===== src/rtl/serial_tx_sched.sv =====
// rtl/serial_tx_sched.sv - round-robin byte scheduler for the shared serial transmit path
// Optional feature macro: TX_TIMEOUT_EN (SEND watchdog with sticky timeoutErr).
module serial_tx_sched #(
  parameter int NREQ           = 4,
  parameter int GAP_CYCLES     = 16,
  parameter int TIMEOUT_CYCLES = 200000
) (
  input  logic              clk,
  input  logic              rst,
  input  logic [NREQ-1:0]   reqVec,
  input  logic [8*NREQ-1:0] reqData,
  input  logic              charSent,
  output logic [7:0]        dataToSent,
  output logic              transEnable,
  output logic [NREQ-1:0]   ackVec,
  output logic [2:0]        grantIdx,
  output logic              busy,
  output logic              timeoutErr
);

  localparam int GW = (GAP_CYCLES > 1) ? $clog2(GAP_CYCLES) : 1;

  typedef enum logic [1:0] {IDLE, SEND, ACK, GAP} state_t;

  state_t          state_q;
  logic [7:0]      data_q;
  logic            te_q;
  logic [NREQ-1:0] ack_q;
  logic [2:0]      grant_q;
  logic [2:0]      ptr_q;
  logic [GW-1:0]   gap_q;
  logic            charsent_q;
  logic            sent_edge;

  logic            pick_found;
  logic [2:0]      pick_idx;
  logic [7:0]      pick_data;
  logic [NREQ-1:0] ack_d;
  logic [2:0]      ptr_d;

`ifdef TX_TIMEOUT_EN
  localparam int TW = (TIMEOUT_CYCLES > 1) ? $clog2(TIMEOUT_CYCLES) : 1;
  logic [TW-1:0] to_q;
  logic          terr_q;
`endif

  assign sent_edge = charSent & ~charsent_q;

  // Round-robin pick: lowest offset from the pointer wins, so iterate downward and let it overwrite.
  always_comb begin
    int j;
    j          = 0;
    pick_found = 1'b0;
    pick_idx   = 3'd0;
    pick_data  = 8'h00;
    for (int i = NREQ - 1; i >= 0; i--) begin
      j = int'(ptr_q) + i;
      if (j >= NREQ) j = j - NREQ;
      if (reqVec[j]) begin
        pick_found = 1'b1;
        pick_idx   = 3'(j);
        pick_data  = reqData[8*j +: 8];
      end
    end
  end

  // One-hot ack for the current grant and the pointer value that follows it.
  always_comb begin
    ack_d = '0;
    for (int i = 0; i < NREQ; i++) begin
      if (3'(i) == grant_q) ack_d[i] = 1'b1;
    end
    ptr_d = (grant_q == 3'(NREQ - 1)) ? 3'd0 : grant_q + 3'd1;
  end

  // Scheduler FSM: IDLE -> SEND (hold transEnable) -> ACK (one-cycle pulse) -> GAP -> IDLE.
  always_ff @(posedge clk or negedge rst) begin
    if (!rst) begin
      state_q    <= IDLE;
      data_q     <= 8'h00;
      te_q       <= 1'b0;
      ack_q      <= '0;
      grant_q    <= 3'd0;
      ptr_q      <= 3'd0;
      gap_q      <= '0;
      charsent_q <= 1'b0;
`ifdef TX_TIMEOUT_EN
      to_q       <= '0;
      terr_q     <= 1'b0;
`endif
    end else begin
      charsent_q <= charSent;
      ack_q      <= '0;
      case (state_q)
        IDLE: begin
          if (pick_found) begin
            data_q  <= pick_data;
            grant_q <= pick_idx;
            te_q    <= 1'b1;
            state_q <= SEND;
`ifdef TX_TIMEOUT_EN
            to_q    <= '0;
`endif
          end
        end
        SEND: begin
          if (sent_edge) begin
            te_q    <= 1'b0;
            ack_q   <= ack_d;
            state_q <= ACK;
          end
`ifdef TX_TIMEOUT_EN
          else if (to_q == TW'(TIMEOUT_CYCLES - 1)) begin
            te_q    <= 1'b0;
            ack_q   <= ack_d;
            terr_q  <= 1'b1;
            state_q <= ACK;
          end else begin
            to_q <= to_q + 1'b1;
          end
`endif
        end
        ACK: begin
          ptr_q   <= ptr_d;
          gap_q   <= '0;
          state_q <= GAP;
        end
        GAP: begin
          if (gap_q == GW'(GAP_CYCLES - 1)) state_q <= IDLE;
          else                               gap_q   <= gap_q + 1'b1;
        end
        default: state_q <= IDLE;
      endcase
    end
  end

  assign dataToSent  = data_q;
  assign transEnable = te_q;
  assign ackVec      = ack_q;
  assign grantIdx    = grant_q;
  assign busy        = (state_q != IDLE);
`ifdef TX_TIMEOUT_EN
  assign timeoutErr  = terr_q;
`else
  assign timeoutErr  = 1'b0;
`endif

endmodule


===== config.mk =====
export PLATFORM = sky130hd
export DESIGN_NAME = serial_tx_sched
export DESIGN_NICKNAME = d
export VERILOG_FILES = /design/src/rtl/serial_tx_sched.sv
export SDC_FILE = /design/constraint.sdc
export NUM_CORES = 1
export LEC_CHECK = 0
export BUFFER_PORTS_ARGS = -buffer_cell sky130_fd_sc_hd__buf_2
export CORE_MARGIN = 5
export CORE_UTILIZATION = 50
export DETAILED_ROUTE_END_ITERATION = 6
export GPL_TIMING_DRIVEN = 1
export PLACE_DENSITY = 0.75
export SETUP_SLACK_MARGIN = 0.05
export SLEW_MARGIN = 20
export SYNTH_ARGS = -nofsm -noshare
export SYNTH_HDL_FRONTEND = slang
export SYNTH_SLANG_ARGS = --single-unit

===== constraint.sdc =====
create_clock -name clk -period 3.3 [get_ports clk]
set_input_delay 0.495 -clock clk [delete_from_list [all_inputs] [get_ports clk]]
set_output_delay 0.495 -clock clk [all_outputs]
set_load 0.02 [all_outputs]

==> results.ini <==
[setup_path]
critical_path.startpoint_type=flop
path_max_fanout=15
critPathCaptureType=flop
total_buffers_and_inverters_traversed_by_the_critical_path=2
regToRegSetupSlack_ps=680
timing.critical_path.depth=7
crit_family=compound AO/OA/AOI/OAI gates
critPathRequiredTime_ps=3500
critical_path.cell_chain=inv_1, ha_1, buf_4, mux2i_1, o22ai_1, a21oi_1, a31oi_1
reg2regPathDepth=7
critPathArrivalTime_ps=2820
worst-setup-path-type=flop to flop
slowest_delay_ps=670
critPathSlowestCell=ha_1

[run_status]
status=finished clean

[synth]
synth.ff_latch_count=26
synth_enable_flop_cells=0
synth_nets=310
synthArstFlopShare_pct=100
netlist_area_um2=2680
yosysUniqueCellTypes=46
synth_top_flop_cell=dfrtp_1
ys_warn_count=0
postSynthCellCount=254
seq_area_frac_synth_pct=24.3
syn_area_per_cell_um2=10.6

[floorplan]
die_w_um=83.2
boundary_pin_count=57
design.die.area_um2=6930
chipHeight_um=83.2
start_util_pct=51.8
core_area_um2=5170
rows=26

[sta]
period_utilization_pct=79.5
timing.fmax_mhz=381
tightest_slew_ps=763
grt_setup_unrepaired=no
fin_tns_setup_ps=0
slew-limit-headroom_pct=49.1
finalCriticalPeriod_ps=2620
finalHoldViolCount=0
slew_violations=0
timing.clock.skew_ps=3.38
hold_slack_ps=211
setup_violations=0

[drt]
drt_first_pass_iters=4
drtIter0Drc=205
routed-via-count=2381
drc=0
vias_per_cell=6.45
drt-total-wl_mm=7.00
postRouteAntennaNets=0
route.detailed.wl_per_inst_um=19.0

[worst_hold_path]
worst_hold_path_type=primary input to asynchronous set/reset pin

[power]
powerDensity_nw_per_um2=944
report.power.total_w=0.00289
power.ir.vdd_worst_mv=0.402
p_leak_nw=1.27

[final_layout]
core_util_final_pct=59.2
antenna_cells_inserted=0
commonest_cells_after_routing_fill_and_taps_aside=55 x buf_2, 32 x mux4_2, 25 x dfrtp_1
final_nets=356
num-fill-cells=443
area_growth_pct=14.3
multiInputGateArea_um2=1860
area.sequential_um2=652
final_layout_size_suffix_gt1_share_pct=33.8
most_frequent_standard_cell_in_the_layout_excluding_fill_and_tap_cells=buf_2

[grt]
grt_start_max_net_pins=57
initial_antenna_violation_count=0
grt_first_pass_wirelength_mm=11.5
via_count_of_the_first_global_routing_pass=2337
grtUsageTotal_pct=20.0
globalRouteOverflowTotal=0

[clock_network]
cts_tree=built
cts_hold_repair_buffers=0
cts-resized-gates=0
number_of_levels_the_h_tree_was_split_into=1
clkTransAtPathRegs_ps=90
post-cts-setup-buffers=0
clock_sink_count=26
max-clock-path-buffers=2
total_clock_buffers_created_by_cts=3
root_buffer=clkbuf_8
clock_insertion_delay_worst_skew_ps=270

[placed_design]
portBuffers=55
globalplace.congestion=0.912
placed_wire_length_estimate_mm=5.19

[flow_run]
max-cap-violations=0

==> layer usage <==
layer  vias up  GRT usage (%)  part of all wire (%)
met4         0           5.50                   1.4
met1      1153           26.2                    39
met5         -              0                     0
met3        10           3.17                   8.7
met2       123           34.3                    51
li1       1095              -                     -
==> stage by stage <==
stage,setup WS [ps],instances,instance area (um2)
4_1_cts,706,369,3060
3_5_place_dp,701,365,2990
6_report,677,369,3060
3_3_place_gp,778,365,2990
2_1_floorplan,163,254,2680
5_1_grt,468,369,3060
==> synth_stat cells (all sizes together), types with 2 or more instances <==
cell type | count | area [um2]
mux4 | 33 | 747
dfrtp | 26 | 651
inv | 19 | 71.3
ha | 17 | 213
a21oi | 15 | 75.1
nand3 | 15 | 75.1
o21ai | 14 | 70.1
clkbuf | 12 | 45.0
a31oi | 9 | 56.3
o211ai | 9 | 67.6
buf | 8 | 52.6
nor3b | 8 | 60.1
nand2 | 7 | 26.3
a311oi | 6 | 52.6
nand2b | 6 | 37.5
nor2 | 6 | 22.5
mux2i | 5 | 50.1
nand3b | 5 | 37.5
and2 | 4 | 25.0
o31ai | 4 | 30.0
nor2b | 2 | 20.0
nor4b | 2 | 17.5
o22ai | 2 | 12.5
o41ai | 2 | 17.5
xnor2 | 2 | 17.5
==> worst paths after layout <==
check	startpoint	to
hold / removal	rst	ackVec[0]
max in group asynchronous	rst	ptr_q[0]
setup reg to reg	ptr_q[1]	dataToSent[6]
hold reg to reg	gap_q[1]	gap_q[1]
min in group clk	charSent	charsent_q
setup / recovery	ptr_q[1]	dataToSent[6]
==> state kept, by name, summed over array words and instances (netlist names) <==
register     count
grantIdx         3
ackVec           4
charsent_q       1
dataToSent       8
transEnable      1
gap_q            4
ptr_q            3
state_q          2
==> worst register-to-register path, cell delays in order (launching register included) <==
cell,delay (ps)
dfrtp_1,360
inv_1,180
ha_1,670
buf_4,320
mux2i_1,110
o22ai_1,550
a21oi_1,170
a31oi_1,200
==> area by class of cell <==
| class | instances | share of cell area [%] |
|---|---|---|
| Inverter | 19 | 2.33 |
| Timing Repair Buffer | 61 | 10.5 |
| Clock inverter | 1 | 0.980 |
| Sequential cell | 26 | 21.3 |
| Tap cell | 70 | 2.86 |
| Clock buffer | 3 | 1.35 |
| Multi-Input combinational cell | 189 | 60.8 |
==> where the power goes <==
part	switching (W)	total, W	internal (W)
combinational	0.00115	0.00208	0.000929
sequential	0.000100	0.000546	0.000446
clock	0.000107	0.000270	0.000162
==> logic make-up after synthesis <==
logic type               count (synthesis)  share of synthesized area, %
XOR/XNOR                                 2                         0.653
AO/OA/AOI/OAI                           69                          17.0
buffers and inverters                   39                          6.30
multiplexers                            39                          30.1
other                                    1                         0.140
AND/OR/NAND/NOR                         61                          13.5
adder cells (fa/ha/maj)                 17                          7.93
flip-flops                              26                          24.3
(Power assumes the default switching activity.)
